===== src/rtl/alt_seq_if.sv =====
// alt_seq_if: sample/mode inputs and detection/status outputs of the alternation monitor.
interface alt_seq_if #(
   parameter int ALT_LEN = 4,
   parameter int CNT_W   = 8
);
   localparam int RW = $clog2(ALT_LEN + 1);
   logic          en;
   logic          A;
   logic          overlap;
   logic          y;
   logic          stuck;
   logic [RW-1:0] run_len;
   logic [CNT_W-1:0] det_cnt;
   modport master (output en, A, overlap, input y, stuck, run_len, det_cnt);
   modport slave  (input en, A, overlap, output y, stuck, run_len, det_cnt);
endinterface


===== src/rtl/alt_seq_detector.sv =====
// alt_seq_detector: counts consecutive toggles of A, pulses y on ALT_LEN of them, flags a stuck line.
module alt_seq_detector #(
   parameter int ALT_LEN   = 4,
   parameter int STUCK_LEN = 3,
   parameter int CNT_W     = 8
) (
   input logic      clk,
   input logic      rst,
   alt_seq_if.slave bus
);
   localparam int RW = $clog2(ALT_LEN + 1);
   localparam int SW = $clog2(STUCK_LEN + 1);
   typedef enum logic [1:0] {IDLE, TRACK, HOLD} state_t;
   state_t           state;
   logic             prev;
   logic [RW-1:0]    run;
   logic [SW-1:0]    same;
   logic [CNT_W-1:0] det;
   logic             y;
   logic             stuck;
   logic             toggle;
   assign toggle = bus.A != prev;
   assign bus.y = y;
   assign bus.stuck = stuck;
   assign bus.run_len = run;
   assign bus.det_cnt = det;
   always_ff @(posedge clk or negedge rst)
      if (!rst) begin
         state <= IDLE;
         prev  <= 1'b0;
         run   <= '0;
         same  <= '0;
         y     <= 1'b0;
         stuck <= 1'b0;
         det   <= '0;
      end else if (!bus.en) begin
         y <= 1'b0;
      end else begin
         prev <= bus.A;
         y    <= 1'b0;
         if (state == IDLE) begin
            run   <= '0;
            same  <= SW'(1);
            state <= TRACK;
         end else if (state == HOLD) begin
            if (toggle) begin
               stuck <= 1'b0;
               run   <= RW'(1);
               same  <= SW'(1);
               state <= TRACK;
            end
         end else if (toggle) begin
            same <= SW'(1);
            if (int'(run) + 1 == ALT_LEN) begin
               y   <= 1'b1;
               det <= &det ? det : det + CNT_W'(1);
               run <= bus.overlap ? RW'(ALT_LEN - 1) : '0;
            end else begin
               run <= run + RW'(1);
            end
         end else begin
            run  <= '0;
            same <= same + SW'(1);
            if (int'(same) + 1 == STUCK_LEN) begin
               stuck <= 1'b1;
               state <= HOLD;
            end
         end
      end
endmodule


===== src/flat_wrapper.sv =====
// flat-port wrapper written by rule: the top's interface ports become plain ports
module alt_seq_detector_flat 
#(
   parameter int ALT_LEN   = 4,
   parameter int STUCK_LEN = 3,
   parameter int CNT_W     = 8
)
  (clk, rst, bus_en, bus_A, bus_overlap, bus_y, bus_stuck, bus_run_len, bus_det_cnt);
  alt_seq_if #(.ALT_LEN(ALT_LEN), .CNT_W(CNT_W)) bus_i ();
  input logic clk;
  input logic rst;
  input wire logic [$bits(bus_i.en)-1:0] bus_en;
  input wire logic [$bits(bus_i.A)-1:0] bus_A;
  input wire logic [$bits(bus_i.overlap)-1:0] bus_overlap;
  output wire logic [$bits(bus_i.y)-1:0] bus_y;
  output wire logic [$bits(bus_i.stuck)-1:0] bus_stuck;
  output wire logic [$bits(bus_i.run_len)-1:0] bus_run_len;
  output wire logic [$bits(bus_i.det_cnt)-1:0] bus_det_cnt;
  assign bus_i.en = bus_en;
  assign bus_i.A = bus_A;
  assign bus_i.overlap = bus_overlap;
  assign bus_y = bus_i.y;
  assign bus_stuck = bus_i.stuck;
  assign bus_run_len = bus_i.run_len;
  assign bus_det_cnt = bus_i.det_cnt;
  alt_seq_detector #(.ALT_LEN(ALT_LEN), .STUCK_LEN(STUCK_LEN), .CNT_W(CNT_W)) u_core (.clk(clk), .rst(rst), .bus(bus_i));
endmodule

===== config.mk =====
export PLATFORM = sky130hd
export DESIGN_NAME = alt_seq_detector_flat
export DESIGN_NICKNAME = d
export VERILOG_FILES = /design/src/rtl/alt_seq_if.sv /design/src/rtl/alt_seq_detector.sv /design/src/flat_wrapper.sv
export SDC_FILE = /design/constraint.sdc
export NUM_CORES = 1
export LEC_CHECK = 0
export CORE_MARGIN = 2
export CORE_UTILIZATION = 53
export CTS_BUF_LIST = sky130_fd_sc_hd__clkbuf_16
export DETAILED_ROUTE_END_ITERATION = 10
export PLACE_DENSITY = 0.92
export SKIP_CTS_REPAIR_TIMING = 1
export SLEW_MARGIN = 20
export SYNTH_ARGS = -nofsm -noshare
export SYNTH_HDL_FRONTEND = slang
export SYNTH_SLANG_ARGS = --single-unit

===== constraint.sdc =====
create_clock -name clk -period 3.05 [get_ports clk]
set_input_delay 0.305 -clock clk [delete_from_list [all_inputs] [get_ports clk]]
set_output_delay 0.305 -clock clk [all_outputs]
set_load 0.01 [all_outputs]

Word-level counts from Yosys, hierarchy flattened
Cells that the tools add are included.
Widths: inputs -> output; s select.
Word-level totals
  bits in registers: 18
  input port bits: 5
  output and inout bits: 13
  word-level logic and storage cells: 54
Cells by class
  add/sub/neg operators: 5
  equal/unequal tests: 8
  multiplexer cells: 23
  bitwise logic cells: 3
  reduce and logical (&&, ||, !) cells: 8
Operator list (number)
  $eq 32x3->1 const B: 1
  $eq 32x4->1 const B: 1
  $mux 2: 9
  $mux 3: 5
  $mux 1: 9
  $add 8x1->8 const B: 1
  $reduce_and 8->1: 1
  $reduce_and 6->1: 1
  $reduce_and 5->1: 1
  $add 3x1->4 const B: 1
  $reduce_and 4->1: 1
  $add 2x1->3 const B: 1
  $add 3x1->3 const B: 1
  $ne 3x1->1 const B: 1
  $ne 3x3->1 const B: 1
  $not 1->1: 3
  $reduce_bool 3->1: 1
  $add 2x1->2 const B: 1
  $eq 2x2->1 const B: 1
  $logic_not 2->1: 1
  $ne 2x1->1 const B: 1
  $ne 2x2->1 const B: 1
  $reduce_and 2->1: 1
  $reduce_bool 2->1: 1
  $ne 1x1->1: 1

Longest topological paths before layout
Gate-level depths: netlist of the first run.
  word-level depth: 7
  gate-level depth with buffers: 7
  mapped depth without buffers: 6

Worst setup path after synthesis of the first run
Ideal clock, no wire load.
  path type: register -> register
  start point: reg u_core.run[0], in the netlist u_core.bus.run_len[0]
  end point: reg u_core.det[6], in the netlist u_core.bus.det_cnt[6]
  library setup time: 0.125 ns
  data arrival time: 1.671 ns
  data required time: 2.925 ns
  setup slack: 1.254 ns
  cell stages (with the launch flop): 8
  path buffers: 1
  clock period less this slack: 1.796 ns
  cell sequence: dfrtp_1 ha_1 and2b_1 a21oi_1 and3b_1 buf_4 nand2_1 mux2_4
Between the ends
  longest elaborated chain between the ends: 3
RTL lines
  start: declaration: line alt_seq_detector.sv:16  | logic [RW-1:0] run;
  start signal: assignment: line alt_seq_detector.sv:57  | run <= bus.overlap ? RW'(ALT_LEN - 1) : '0;
  start signal: assignment: line alt_seq_detector.sv:59  | run <= run + RW'(1);
  $add 3x1->4: line alt_seq_detector.sv:54  | if (int'(run) + 1 == ALT_LEN) begin
  $eq 32x4->1: line alt_seq_detector.sv:54
  $reduce_and 6->1 (no source line)
  end signal: assignment: line alt_seq_detector.sv:56  | det <= &det ? det : det + CNT_W'(1);
  end: declaration: line alt_seq_detector.sv:18  | logic [CNT_W-1:0] det;
Every way passes these cells.
A chain may end at the register's enable or synchronous reset.

Worst setup path after layout of the first run
  start point: in bus_en
  end point: reg u_core.det[6], in the netlist u_core.bus.det_cnt[6]
Between the ends
  longest elaborated chain between the ends: 1
RTL lines
  start: declaration: line flat_wrapper.sv:12  | input wire logic [$bits(bus_i.en)-1:0] bus_en;
  $reduce_and 6->1 (no source line)
Every way passes these cells.

==> flow_summary.ini, run 1 <==
[status]
status = finished, final reports clean

[power_and_ir_drop]
p_sw_share_pct = 30.9
seqPwrFrac_pct = 39.8
p_switching_w = 0.000267
combinationalPowerShare_pct = 29.9
p_int_w = 0.000597
ir_worst_vdd_uv = 454
power_per_cell_area_nw_per_um2 = 721
p_clk_share_pct = 30.3
leakage_nw = 0.536

[synthesis]
yosys.area.top_type = dfrtp_1
synth_compound_area_share_pct = 13.3
ys_ff_latch = 18
ys_seq_area_share_pct = 47.9
netlist_area_um2 = 940
synth-async-reset-ratio_pct = 100
synth_edf_count = 0
syn_nets = 101
synth_top_flop_cell = dfrtp_1
synth_most_common_cell = dfrtp_1
yosys.area_share.adder_pct = 5.33
synth_common_cells = 18 x dfrtp_1, 13 x nand2_1, 7 x a21oi_1
synth_xor_area_share_pct = 6.52
ys_types = 31
synth_area_leaders = dfrtp_1 48%, ha_1 5.3%, nand2_1 5.2%
netlist_instances = 92
synth_top_family_by_area = simple AND/OR/NAND/NOR gates
muxShareOfSynthArea_pct = 3.99
synth_top_area_share_pct = 47.9
ys_warn_count = 0
synth_area_per_cell_um2 = 10.2
synthSimpleGateAreaFrac_pct = 20.5

[sta]
setup_violations = 0
drv_slew = 0
hold_viol_final = 0
fin_tns_setup_ns = 0
finClkSkew_ns = 0.00303
relSlewSlack_pct = 48.2
max_freq_mhz = 509
max_slew.worst_pin.slew_ns = 0.774
period_share_pct = 64.4
period_minus_slack_ns = 1.96
rsz0062_at_grt = false

[cells_and_area]
diodes = 0
fillerInstances = 113
drive_gt1_share_pct = 8.11
area_growth_pct = 27.6
fin_nets = 121
design_area_um2 = 1200
final_cells = 128
multi_input_area_um2 = 467
seq_area_um2 = 450

[global_route]
overflow = 0
grt_max_degree = 19
grt_pass1_wl_um = 3310
grt.total_usage_pct = 22.5
grt_pass1_vias = 733
antenna_found_initial = 0

[cts]
cts_max_path_buffers = 2
clkTransAtPathRegs_ns = 0.05
htreeDepth = 1
clock_latency_ns = 0.25
clockRootBuffer = clkbuf_16
cts_buffers = 3
cts.sinks = 18
cts_tree = done

[place]
port-buffer-count = 17
hpwlAfterDp_um = 1300
place_congestion = 0.744
placement.cell_area_um2 = 1120
placedCellCount = 124

[setup_path]
cp-start-kind = input pin
crit_path_top_delay_cell = clkdlybuf4s50_1
cp-end-kind = register
path_delay_family = simple AND/OR/NAND/NOR gates
critPathRequiredTime_ns = 3.18
critPathMaxStageDelay_ns = 0.69
r2r-end = u_core.bus.det_cnt[6]$_DFFE_PN0P_
cp_max_fo = 11
rr_worst_depth = 6
path_cells = clkdlybuf4s50_1 -> nand2_1 -> nor2_4 -> and3b_1 -> nand2_1 -> mux2_4
path_buf_inv = 1
path_class = input pin to register
timing.rr.start = u_core.bus.run_len[0]$_DFFE_PN0P_
critPathArrivalTime_ns = 2.10
regToRegSetupSlack_ns = 1.11
crit_top_cell = nand2_1

[drt]
drtIter0Drc = 24
viasPerCell = 5.77
num_vias = 738
routed_wl_um = 1940
wl_per_cell_um = 15.1
antenna_left = 0
first_pass_iters = 4
drc = 0

[worst_hold_path]
hold_class = input pin to asynchronous set/reset pin

[floorplan]
core_um2 = 1690
io_pins = 18
die_width_um = 46.1
start_util_pct = 55.6
die_area_um2 = 2130
die_h_um = 46.1
row_count = 15

[run]
drv_cap = 0
-- flip-flops by register name, indices dropped and copies added (netlist names) --
name,flops
u_core.bus.y,1
u_core.bus.run_len,3
u_core.bus.stuck,1
u_core.prev,1
u_core.state,2
u_core.bus.det_cnt,8
u_core.same,2
-- worst reg2reg max path: cells and delay by family (launching register included) --
kind	cells	cell delay (ns)
AOI/OAI and AO/OA	1	0.24
adders and majority gates	1	0.21
DFF	1	0.47
muxes	1	0.29
and+or+nand+nor	3	0.59
-- worst max-delay path by stage --
stage                                                  from                                end  slack (ns)  cells past startpoint
final                                                bus_en  u_core.bus.det_cnt[6]$_DFFE_PN0P_        1.09                      6
after global routing      u_core.bus.run_len[0]$_DFFE_PN0P_  u_core.bus.det_cnt[6]$_DFFE_PN0P_         1.0                      6
after CTS                 u_core.bus.run_len[0]$_DFFE_PN0P_  u_core.bus.det_cnt[6]$_DFFE_PN0P_        1.11                      6
after detailed placement                             bus_en  u_core.bus.det_cnt[6]$_DFFE_PN0P_        0.92                      6
after global placement                               bus_en  u_core.bus.det_cnt[4]$_DFFE_PN0P_        0.98                      6
after floorplan           u_core.bus.run_len[0]$_DFFE_PN0P_  u_core.bus.det_cnt[6]$_DFFE_PN0P_        1.25                      7
-- per-layer routing --
metal	part of all wire, %	vias to the layer above	GRT usage [%]
li1	-	361	-
met1	44	347	30.8
met2	50	26	35.0
met3	4.7	4	3.53
met4	1.4	0	10.3
met5	0	-	0
-- cell usage in the layout, fill, tap and decap left out --
master and count:
nor3_1 2, clkdlybuf4s50_1 17, a21oi_1 7, nand4_1 1, mux2_2 2, nand2_1 13, xnor2_1 5, nand3_1 3
and3b_1 1, nor2b_1 1, nand2b_1 2, a211o_1 1, clkbuf_16 3, inv_1 3, xor2_1 2, nor2_1 6
a32oi_1 1, a41oi_1 1, mux2_4 1, clkinv_1 1, nor2_4 1, or3_1 2, a21boi_0 1, ha_1 4
a31oi_1 1, o21ai_0 5, and2b_1 2, a22o_1 1, a31o_2 1, dfrtp_1 18, o31ai_1 1, nand4b_4 1
-- power groups by stage --
stage	registers [W]	clock network, W	logic (W)
2_1_floorplan	0.000347	0	0.000147
3_3_place_gp	0.000343	0	0.000243
3_5_place_dp	0.000346	0	0.000253
4_1_cts	0.000343	0.000266	0.000260
5_1_grt	0.000353	0.000275	0.000295
6_report	0.000344	0.000262	0.000258
-- cell type report --
class | count | area share, %
clock buffer | 3 | 6.26
clock inverter | 1 | 0.313
inverter | 3 | 0.939
multi-input combinational | 69 | 38.9
sequential | 18 | 37.6
tap | 17 | 1.77
timing repair buffer | 17 | 14.2
-- metrics by stage --
step	power (W)	setup WS, ns	hold slack, ns	utilization (%)
6_report	0.000864	1.09	0.512	71.0
5_1_grt	0.000924	0.999	0.533	71.0
4_1_cts	0.000868	1.11	0.508	71.0
2_1_floorplan	0.000494	1.25	0.00941	-
3_5_place_dp	0.000599	0.921	0.483	66.3
3_3_place_gp	0.000586	0.976	0.483	66.3
-- cell families after synthesis --
| kind of cell | count (synthesis) |
|---|---|
| multiplexers | 3 |
| flip-flops | 18 |
| XOR/XNOR | 7 |
| AO/OA/AOI/OAI | 20 |
| adder cells (fa/ha/maj) | 4 |
| AND/OR/NAND/NOR | 35 |
| buffers and inverters | 5 |
No activity file was read; power rests on OpenSTA's default activity.
==> inputs of run 2 (changes only) <==
CORE_UTILIZATION = 45   (was 53)
PLACE_DENSITY = 0.84   (was 0.92)
clock period = 1.6 ns   (was 3.05 ns; I/O delays follow)
==> run 2 against run 1 <==
Against the previous run: the flow now finishes with violations (negative setup slack); worst hold slack worse by 0.27 ns; die area is 16% higher; critical path type is now register to register; critical endpoint is now u_core.bus.det_cnt[1]$_DFFE_PN0P_; first-iteration DRC count is 17% lower; cell count is 28% higher; largest cell class unchanged; via count is 17% higher; highest routed layer unchanged; utilization is 1.7 points higher; combinational power grew to 2.5 times the previous value.
==> flow_summary.ini, run 2 (synthesis gave the netlist of run 1 again) <==
[worst_hold_path]
hold_class = input pin to asynchronous set/reset pin

[power_and_ir_drop]
power_per_cell_area_nw_per_um2 = 1250
ir_worst_vdd_uv = 1070
leakage_nw = 0.663
power.total_w = 0.00178

[place]
placement.cell_area_um2 = 1330
place_congestion = 0.731
port-buffer-count = 17
hpwlAfterDp_um = 1700

[setup_path]
critPathMaxStageDelay_ns = 0.39
critPathArrivalTime_ns = 1.83
timing.rr.start = u_core.bus.det_cnt[1]$_DFFE_PN0P_
rr_worst_depth = 6
path_delay_family = simple AND/OR/NAND/NOR gates
regToRegSetupSlack_ns = -0.09
critPathRequiredTime_ns = 1.74
crit_path_top_delay_cell = or3_4
path_buf_inv = 1
cp_max_fo = 6
cp-start-kind = register
r2r-end = u_core.bus.det_cnt[1]$_DFFE_PN0P_
path_class = register to register
cp-end-kind = register
path_cells = ha_2 -> nand2_1 -> or3_4 -> nand4b_4 -> buf_4 -> mux2_2

[cts]
clkTransAtPathRegs_ns = 0.05
clock_latency_ns = 0.25
clockRootBuffer = clkbuf_16
cts_tree = done
cts_max_path_buffers = 2
cts.sinks = 18
cts_buffers = 3
htreeDepth = 1

[floorplan]
io_pins = 18
die_area_um2 = 2470
die_h_um = 49.7
row_count = 16
die_width_um = 49.7
core_um2 = 1960
start_util_pct = 47.9

[sta]
hold_viol_final = 0
holdWs_ns = 0.243
max_freq_mhz = 591
setup_ws_ns = -0.0933
max_slew.worst_pin.slew_ns = 0.507
relSlewSlack_pct = 65.8
period_minus_slack_ns = 1.69
setup_violations = 4
finClkSkew_ns = 0.00167
rsz0062_at_grt = true
period_share_pct = 106
drv_slew = 0
fin_tns_setup_ns = -0.241

[cells_and_area]
area_growth_pct = 51.7
design_area_um2 = 1430
final_cell_mix = 26 x buf_4, 17 x clkdlybuf4s50_1, 17 x dfrtp_1
fillerInstances = 149
fin_nets = 147
final_common_cell = buf_4
largest_reg_flops = 8
diodes = 0
drive_gt1_share_pct = 30.7
fin_util_pct = 72.6

[drt]
wl_per_cell_um = 14.4
viasPerCell = 5.26
drc = 0
first_pass_iters = 4
routed_wl_um = 2360
antenna_left = 0
num_vias = 863
drtIter0Drc = 20

[status]
violations = negative setup slack
status = complete, but fails checks

[global_route]
grt_pass1_vias = 881
grt_max_degree = 19
overflow = 0
grt_pass1_wl_um = 3940
antenna_found_initial = 0
grt.total_usage_pct = 21.6

[run]
drv_cap = 0
==> run 2: final cells by class <==
type                       instances  area (um2)  area share [%]
sequential                        18         452            31.7
multi-input combinational         69         484            34.0
inverter                           3        11.3           0.790
clock inverter                     1        3.75           0.263
tap                               27        33.8            2.37
clock buffer                       3        75.1            5.27
timing repair buffer              43         365            25.6
==> run 2: per-stage QoR <==
stage               instances  setup slack, ns
floorplan                  92           -0.103
global placement          158          -0.0753
detailed placement        158           -0.135
CTS                       162          -0.0814
global route              164           -0.157
finish                    164          -0.0933
==> run 2: worst max path at each step <==
| stage | start | endpoint | slack [ns] | cells past startpoint |
|---|---|---|---|---|
| floorplan | u_core.bus.run_len[1]$_DFFE_PN0P_ | u_core.bus.det_cnt[6]$_DFFE_PN0P_ | -0.10 | 7 |
| CTS | u_core.bus.det_cnt[1]$_DFFE_PN0P_ | u_core.bus.det_cnt[1]$_DFFE_PN0P_ | -0.08 | 6 |
| global route | u_core.bus.det_cnt[1]$_DFFE_PN0P_ | u_core.bus.det_cnt[1]$_DFFE_PN0P_ | -0.16 | 6 |
| detailed placement | bus_A | u_core.bus.run_len[0]$_DFFE_PN0P_ | -0.14 | 7 |
| finish | u_core.bus.det_cnt[1]$_DFFE_PN0P_ | u_core.bus.det_cnt[1]$_DFFE_PN0P_ | -0.09 | 6 |
| global placement | bus_A | u_core.bus.det_cnt[4]$_DFFE_PN0P_ | -0.08 | 6 |
==> run 2: routing by layer <==
layer  vias to the layer above  global-route usage (%)  wire [um]
met5                         -                       0          0
met4                         0                    13.0         70
met3                         7                    3.03         52
met2                        21                    38.2       1240
met1                       420                    24.4        995
li1                        415                       -          -
==> run 2: power by group <==
group | leakage [nW] | switching, W | total (W) | internal, W
clock network | 0.0385 | 0.000171 | 0.000503 | 0.000332
registers | 0.220 | 0.0000737 | 0.000625 | 0.000551
logic | 0.405 | 0.000299 | 0.000655 | 0.000356
